--- src/rtl/stream_demux_1_to_2_fifo_2_entry.sv ---
// Two-entry FIFO with a separate occupancy counter and zero-filled head when empty.
// Used once per output side of stream_demux_1_to_2.
module fifo_2_entry #(
  parameter int unsigned bits = 16
) (
  input  logic            clk,
  input  logic            reset_n,
  input  logic            push,
  input  logic [bits-1:0] push_data,
  input  logic            pop,
  output logic [bits-1:0] head,
  output logic            valid,
  output logic [1:0]      count,
  output logic            full
);

  localparam logic [1:0] DEPTH = 2'd2;

  logic [bits-1:0] r_mem [2];
  logic            r_rd_ptr;
  logic            r_wr_ptr;
  logic [1:0]      r_count;
  logic            w_push;
  logic            w_pop;

  // Guard both sides so a stray pop on empty or push on full leaves state untouched.
  assign w_push = push & (r_count != DEPTH);
  assign w_pop  = pop & (r_count != 2'd0);

  always_ff @(posedge clk or negedge reset_n) begin
    if (!reset_n) begin
      r_mem[0] <= '0;
      r_mem[1] <= '0;
      r_rd_ptr <= 1'b0;
      r_wr_ptr <= 1'b0;
      r_count  <= 2'd0;
    end else begin
      if (w_push) begin
        r_mem[r_wr_ptr] <= push_data;
        r_wr_ptr        <= r_wr_ptr + 1'b1;
      end
      if (w_pop) begin
        r_rd_ptr <= r_rd_ptr + 1'b1;
      end
      case ({w_push, w_pop})
        2'b10:   r_count <= r_count + 2'd1;
        2'b01:   r_count <= r_count - 2'd1;
        default: r_count <= r_count;
      endcase
    end
  end

  assign valid = (r_count != 2'd0);
  assign full  = (r_count == DEPTH);
  assign count = r_count;
  assign head  = valid ? r_mem[r_rd_ptr] : '0;

endmodule

--- src/rtl/stream_demux_1_to_2.sv ---
// Buffered 1-to-2 stream demux: each beat is steered by select into the X or Y
// two-entry FIFO; a stall on one side never blocks the other.
module stream_demux_1_to_2 #(
  parameter int unsigned bits = 16
) (
  input  logic            clk,
  input  logic            reset_n,
  input  logic [bits-1:0] in,
  input  logic            select,
  input  logic            in_valid,
  output logic            in_ready,
  output logic [bits-1:0] out_x,
  output logic            x_valid,
  input  logic            x_ready,
  output logic [bits-1:0] out_y,
  output logic            y_valid,
  input  logic            y_ready,
  output logic [1:0]      x_count,
  output logic [1:0]      y_count
);

  logic w_accept;
  logic w_push_x;
  logic w_push_y;
  logic w_full_x;
  logic w_full_y;

  // Ready is a function of select and registered occupancy only.
  assign in_ready = select ? (y_count != 2'd2) : (x_count != 2'd2);
  assign w_accept = in_valid & in_ready;
  assign w_push_x = w_accept & ~select;
  assign w_push_y = w_accept & select;

  fifo_2_entry #(.bits(bits)) u_fifo_x (
    .clk       (clk),
    .reset_n   (reset_n),
    .push      (w_push_x),
    .push_data (in),
    .pop       (x_ready),
    .head      (out_x),
    .valid     (x_valid),
    .count     (x_count),
    .full      (w_full_x)
  );

  fifo_2_entry #(.bits(bits)) u_fifo_y (
    .clk       (clk),
    .reset_n   (reset_n),
    .push      (w_push_y),
    .push_data (in),
    .pop       (y_ready),
    .head      (out_y),
    .valid     (y_valid),
    .count     (y_count),
    .full      (w_full_y)
  );

  logic w_unused;
  assign w_unused = w_full_x ^ w_full_y;

endmodule

--- config.mk ---
export PLATFORM = sky130hd
export DESIGN_NAME = stream_demux_1_to_2
export DESIGN_NICKNAME = d
export VERILOG_FILES = /design/src/rtl/stream_demux_1_to_2_fifo_2_entry.sv /design/src/rtl/stream_demux_1_to_2.sv
export SDC_FILE = /design/constraint.sdc
export NUM_CORES = 1
export LEC_CHECK = 0
export ABC_AREA = 1
export BUFFER_PORTS_ARGS = -buffer_cell sky130_fd_sc_hd__buf_4
export CAP_MARGIN = 20
export CORE_ASPECT_RATIO = 0.5
export CORE_MARGIN = 3
export CORE_UTILIZATION = 56
export DETAILED_ROUTE_END_ITERATION = 12
export PLACE_DENSITY = 0.91
export SYNTH_ARGS = -nofsm -noshare
export SYNTH_HDL_FRONTEND = slang
export SYNTH_SLANG_ARGS = --single-unit
--- constraint.sdc ---
create_clock -name clk -period 2.28 [get_ports clk]
set_clock_uncertainty 0.2 [all_clocks]
set_input_delay 0.57 -clock clk [delete_from_list [all_inputs] [get_ports clk]]
set_output_delay 0.57 -clock clk [all_outputs]
set_load 0.02 [all_outputs]
==> results of run 1 <==
[cell usage after synthesis (3+ instances only)]
cell	count
a21oi_1	32
buf_2	20
buf_4	3
clkbuf_1	8
dfrtp_1	72
inv_1	10
inv_2	5
nand2_1	204
nand4_1	64
nand4_2	4
xnor2_1	4
[layout make-up]
cell class	instances	area share
multi-input cells	321	0.345
well taps	84	0.0237
clock inverters	4	0.0102
clock buffers	11	0.0548
repair buffers	83	0.146
inverters	15	0.0133
flip-flops and latches	72	0.407
[registers in the layout, summed over array words and instances, names as in the netlist]
register,flops
u_fifo_y.r_mem,32
u_fifo_x.count,2
u_fifo_y.r_rd_ptr,1
u_fifo_x.r_rd_ptr,1
u_fifo_y.count,2
u_fifo_y.r_wr_ptr,1
u_fifo_x.r_mem,32
u_fifo_x.r_wr_ptr,1
[logic make-up after synthesis]
family                   Yosys count
AO/OA/AOI/OAI                     34
XOR/XNOR                           6
adder cells (fa/ha/maj)            2
buffers and inverters             47
flip-flops                        72
AND/OR/NAND/NOR                  279
[worst max-delay path by stage]
stage,from,to
CTS,u_fifo_x.r_rd_ptr,out_x[15]
global placement,select,in_ready
finish,u_fifo_x.r_rd_ptr,out_x[15]
floorplan,u_fifo_x.count[1],x_valid
global route,u_fifo_x.r_rd_ptr,out_x[9]
detailed placement,select,in_ready
[report_power, final]
part           switching [mW]  internal [mW]  total [mW]
Clock                   0.500          0.864        1.36
Sequential              0.449           1.89        2.33
Combinational            2.20           1.38        3.58
Total                    3.15           4.13        7.28
[critical path: stages, from the launching register on]
cell     delay, ns
dfrtp_2       0.45
inv_1         0.12
buf_4         0.17
nand2_1       0.05
a21oi_1       0.17
buf_4         0.17
[what timing repair did]
action | CTS | global route
buffers inserted | 0 | 1
hold buffers | 1 | 0
hold endpoints to repair | 19 | 0
gates resized for setup | 1 | 8
setup endpoints to repair | 3 | 27
[routing by layer]
layer / GRT usage / part of all wire / vias to the layer above
li1: - / - / 1585
met1: 0.379 / 0.39 / 1650
met2: 0.414 / 0.46 / 240
met3: 0.0952 / 0.12 / 52
met4: 0.0978 / 0.028 / 0
met5: 0 / 0 / -
[per-stage QoR]
step                      cell area (um2)  utilization
after floorplan                      3530            -
after global placement               4100        0.710
after detailed placement             4100        0.710
after CTS                            4400        0.761
after global routing                 4430        0.767
final                                4430        0.767
==> impl_metrics.toml, run 1 <==
[run_status]
status = "completed"

[yosys]
synth_edf_count = 0
synthFlopType = "dfrtp_1"
synthAdderAreaFrac = 0.00709
synth_top_family_by_area = "simple AND/OR/NAND/NOR gates"
synth-seq-cells = 72
synthMuxAreaShare = 0
ys_types = 20
synth.avg_cell_area_um2 = 8.02
syn_nets = 464
synth_compound_area_frac = 0.0525
synth_cells = 440
synth-xor-area-share = 0.0149
synth-seq-area-share = 0.510
synth_top_area_frac = 0.510
syn_area_um2 = 3530
ys_warn_count = 0
synthSimpleGateAreaFrac = 0.355
synthArstFlopShare = 1.00
yosysTopAreaCell = "dfrtp_1"
yosys-top-cells-area = "dfrtp_1 (51%), nand2_1 (22%), nand4_1 (11%), a21oi_1 (4.5%), buf_2 (2.8%)"

[global_route]
grt_max_degree = 39
grt.total_usage = 0.278
grt_pass1_wl_mm = 16.3
antenna_found_initial = 0
overflow = 0
first_global_vias = 3220

[setup_path]
cp-end-kind = "output pin"
cp.arrival_ns = 1.47
cp.required_ns = 1.51
ff2ff_path_depth = 7
reg2reg_from = "u_fifo_x.count[1]"
reg2reg_slack_ns = 0.34
path_max_fanout = 8
path_class = "reg -> out"
startpoint_type = "register"
reg2reg_to = "u_fifo_x.count[1]"

[clock_network]
cts-root-buf = "clkbuf_16"
cts_buffers = 9
cts_buffer_depth = 2
path_clk_slew_ns = 0.05
insertion_delay_ns = 0.33
tritoncts = "yes"
cts_max_level = 3
cts.sinks = 72

[worst_hold_path]
hold_start = "u_fifo_x.r_mem[29]"
hp-class = "reg -> reg"
whs_endpoint = "u_fifo_x.r_mem[29]"
worstHoldPathCells = 2

[placed_design]
dp.cells = 573
pre_cts_slack_ns = 0.224
port_buffers = 60
post-dp-hpwl_mm = 6.18
gp_congestion = 0.869

[die]
initial_core_util = 0.611
fp.dieArea_um2 = 7350
die_y_um = 62.1
boundaryPins = 61
die_x_um = 118
num_rows = 19
core_area_um2 = 5780

[timing]
hold_violations = 0
setup-tns-final_ns = 0
fmax_mhz = 447
drv_slew = 0
setup_viol_count_final = 0
relSlewSlack = 0.695
whs_ns = 0.280
setup_ws_ns = 0.0446
tightest_slew_ns = 0.458
timing.final.crit_period_ns = 2.24
min_period_over_period = 0.980

[finish]
fin_nets = 526
syn_to_final_growth_pct = 25.5
seq_area_um2 = 1800
fillers = 369
layout-drive-gt1-share = 0.229
fin_cells = 590
mostFrequentLayoutCells = "nand2_1 (204), buf_4 (79), dfrtp_1 (70)"
multi_input_area_um2 = 1530
antenna_cells = 0
layout_commonest_cell = "nand2_1"

[route]
routed_via_density = 5.98
drc = 0
drtPass1Iterations = 7
wl_per_cell_um = 17.6
routed_wl_mm = 10.4
antenna_left = 0
via_count = 3527
drt_iter0_markers = 461

[pwr]
ir_drop_mv = 0.800
leakage_nw = 2.31
finalPower_mw = 7.28
power_density_nw_per_um2 = 1640

[job]
maxCapViolations = 0
Power figures use the tool's default switching activity.
==> inputs of run 2 (changes only) <==
--- a/config.mk
+++ b/config.mk
@@ -11,6 +11,7 @@
 export CORE_ASPECT_RATIO = 0.5
 export CORE_MARGIN = 3
 export CORE_UTILIZATION = 56
+export CTS_BUF_LIST = sky130_fd_sc_hd__clkbuf_8
 export DETAILED_ROUTE_END_ITERATION = 12
 export PLACE_DENSITY = 0.91
 export SYNTH_ARGS = -nofsm -noshare
==> run 2 against run 1 <==
Against the previous run: count of clock-buffer cells in the layout fell by 1; design area fell by 1.9%; setup slack improved by 0.013 ns; critical path depth did not move; first-iteration DRC count rose by 13%; highest routed layer unchanged; register-to-register slack barely moved; global-route usage fell by 0.69 points; critical endpoint unchanged; cell count rose by 0.17%; die area did not move.
==> impl_metrics.toml, run 2 (synthesized netlist as in run 1, its figures left out) <==
[run_status]
status = "completed"

[setup_path]
reg2reg_to = "u_fifo_x.count[1]"
reg2reg_slack_ns = 0.35
startpoint_type = "register"
cp-end-kind = "output pin"
cp.required_ns = 1.51
path_class = "reg -> out"
path_max_fanout = 8
cp.arrival_ns = 1.45
reg2reg_from = "u_fifo_x.count[1]"
ff2ff_path_depth = 7

[finish]
reg.largest.list = "u_fifo_x.r_mem: 32 flops, u_fifo_y.r_mem: 32 flops"
antenna_cells = 0
design_area_um2 = 4340
fin_util = 0.752
fin_cells = 591
fin_nets = 527
syn_to_final_growth_pct = 23.0
layout-drive-gt1-share = 0.233
fillers = 398
mostFrequentLayoutCells = "nand2_1 (204), buf_4 (79), dfrtp_1 (70)"
layout_commonest_cell = "nand2_1"

[clock_network]
path_clk_slew_ns = 0.07
cts.sinks = 72
cts_max_level = 3
cts_buffers = 9
cts-root-buf = "clkbuf_8"
insertion_delay_ns = 0.33
cts_buffer_depth = 2
tritoncts = "yes"

[route]
routed_wl_mm = 9.92
drtPass1Iterations = 7
drc = 0
antenna_left = 0
routed_via_density = 5.80
drt_iter0_markers = 523
wl_per_cell_um = 16.8
via_count = 3426

[timing]
setup_ws_ns = 0.0571
min_period_over_period = 0.975
fmax_mhz = 450
hold_violations = 0
setup-tns-final_ns = 0
setup_viol_count_final = 0
drv_slew = 0
rsz0062_at_grt = "no"
timing.final.crit_period_ns = 2.22
tightest_slew_ns = 0.460
relSlewSlack = 0.693
whs_ns = 0.283

[die]
num_rows = 19
initial_core_util = 0.611
core_area_um2 = 5780
boundaryPins = 61
die_x_um = 118
fp.dieArea_um2 = 7350
die_y_um = 62.1

[global_route]
grt_pass1_wl_mm = 15.9
first_global_vias = 3158
overflow = 0
grt_max_degree = 39
antenna_found_initial = 0
grt.total_usage = 0.271

[placed_design]
dp.cells = 573
pre_cts_slack_ns = 0.224
post-dp-hpwl_mm = 6.18
gp_congestion = 0.869
dpl-instance-area_um2 = 4100
port_buffers = 60

[pwr]
finalPower_mw = 6.86
power_density_nw_per_um2 = 1580
leakage_nw = 2.27
ir_drop_mv = 0.748

[worst_hold_path]
whs_endpoint = "u_fifo_x.r_mem[29]"
hold_start = "u_fifo_x.r_mem[29]"
worstHoldPathCells = 2
hp-class = "reg -> reg"

[job]
maxCapViolations = 0
## run 2: cell types whose count changed in the layout (fill, tap and decap cells not counted)
cell       previous run  this run
clkbuf_16             9         0
inv_1                 9        10
clkbuf_1              1         0
a21oi_2               4         5
buf_6                 2         3
a21oi_1              29        28
clkbuf_8              1        10
## run 2: area by class of cell
type / instances / area (um2) / share of cell area
sequential: 72 / 1800 / 0.416
multi-input combinational: 321 / 1530 / 0.352
timing repair buffer: 84 / 657 / 0.151
clock buffer: 10 / 138 / 0.0317
tap: 84 / 105 / 0.0242
inverter: 15 / 58.8 / 0.0135
clock inverter: 5 / 48.8 / 0.0112
## run 2: worst max-delay path by stage
stage / startpoint / cells past startpoint / slack, ns / endpoint
floorplan: u_fifo_x.count[1] / 3 / 0.27 / x_valid
global placement: select / 5 / 0.25 / in_ready
detailed placement: select / 5 / 0.22 / in_ready
CTS: u_fifo_y.count[1] / 4 / 0.007 / out_y[8]
global route: u_fifo_x.r_rd_ptr / 5 / 0.002 / out_x[5]
finish: u_fifo_x.r_rd_ptr / 5 / 0.06 / out_x[15]
## run 2: routing by layer
| metal | GRT usage | up-vias | part of all wire |
|---|---|---|---|
| li1 | - | 1589 | - |
| met1 | 0.392 | 1605 | 0.40 |
| met2 | 0.413 | 212 | 0.47 |
| met3 | 0.0680 | 20 | 0.11 |
| met4 | 0.0642 | 0 | 0.016 |
| met5 | 0 | - | 0 |
## run 2: report_power, final
| part | internal [mW] | leakage (nW) | switching [mW] |
|---|---|---|---|
| logic | 1.40 | 1.28 | 2.18 |
| registers | 1.88 | 0.891 | 0.431 |
| clock network | 0.520 | 0.103 | 0.445 |
## run 2: repair_timing
action / in CTS / in global routing
hold endpoints to repair: 34 / 0
gates resized for setup: 2 / 9
buffers inserted: 0 / 2
hold buffers: 1 / 0
setup endpoints to repair: 12 / 33
## run 2: worst max-delay path: stages (launching register included)
cell	delay [ns]
dfrtp_2	0.44
inv_1	0.11
buf_4	0.17
nand2_1	0.06
a21oi_1	0.17
buf_4	0.17
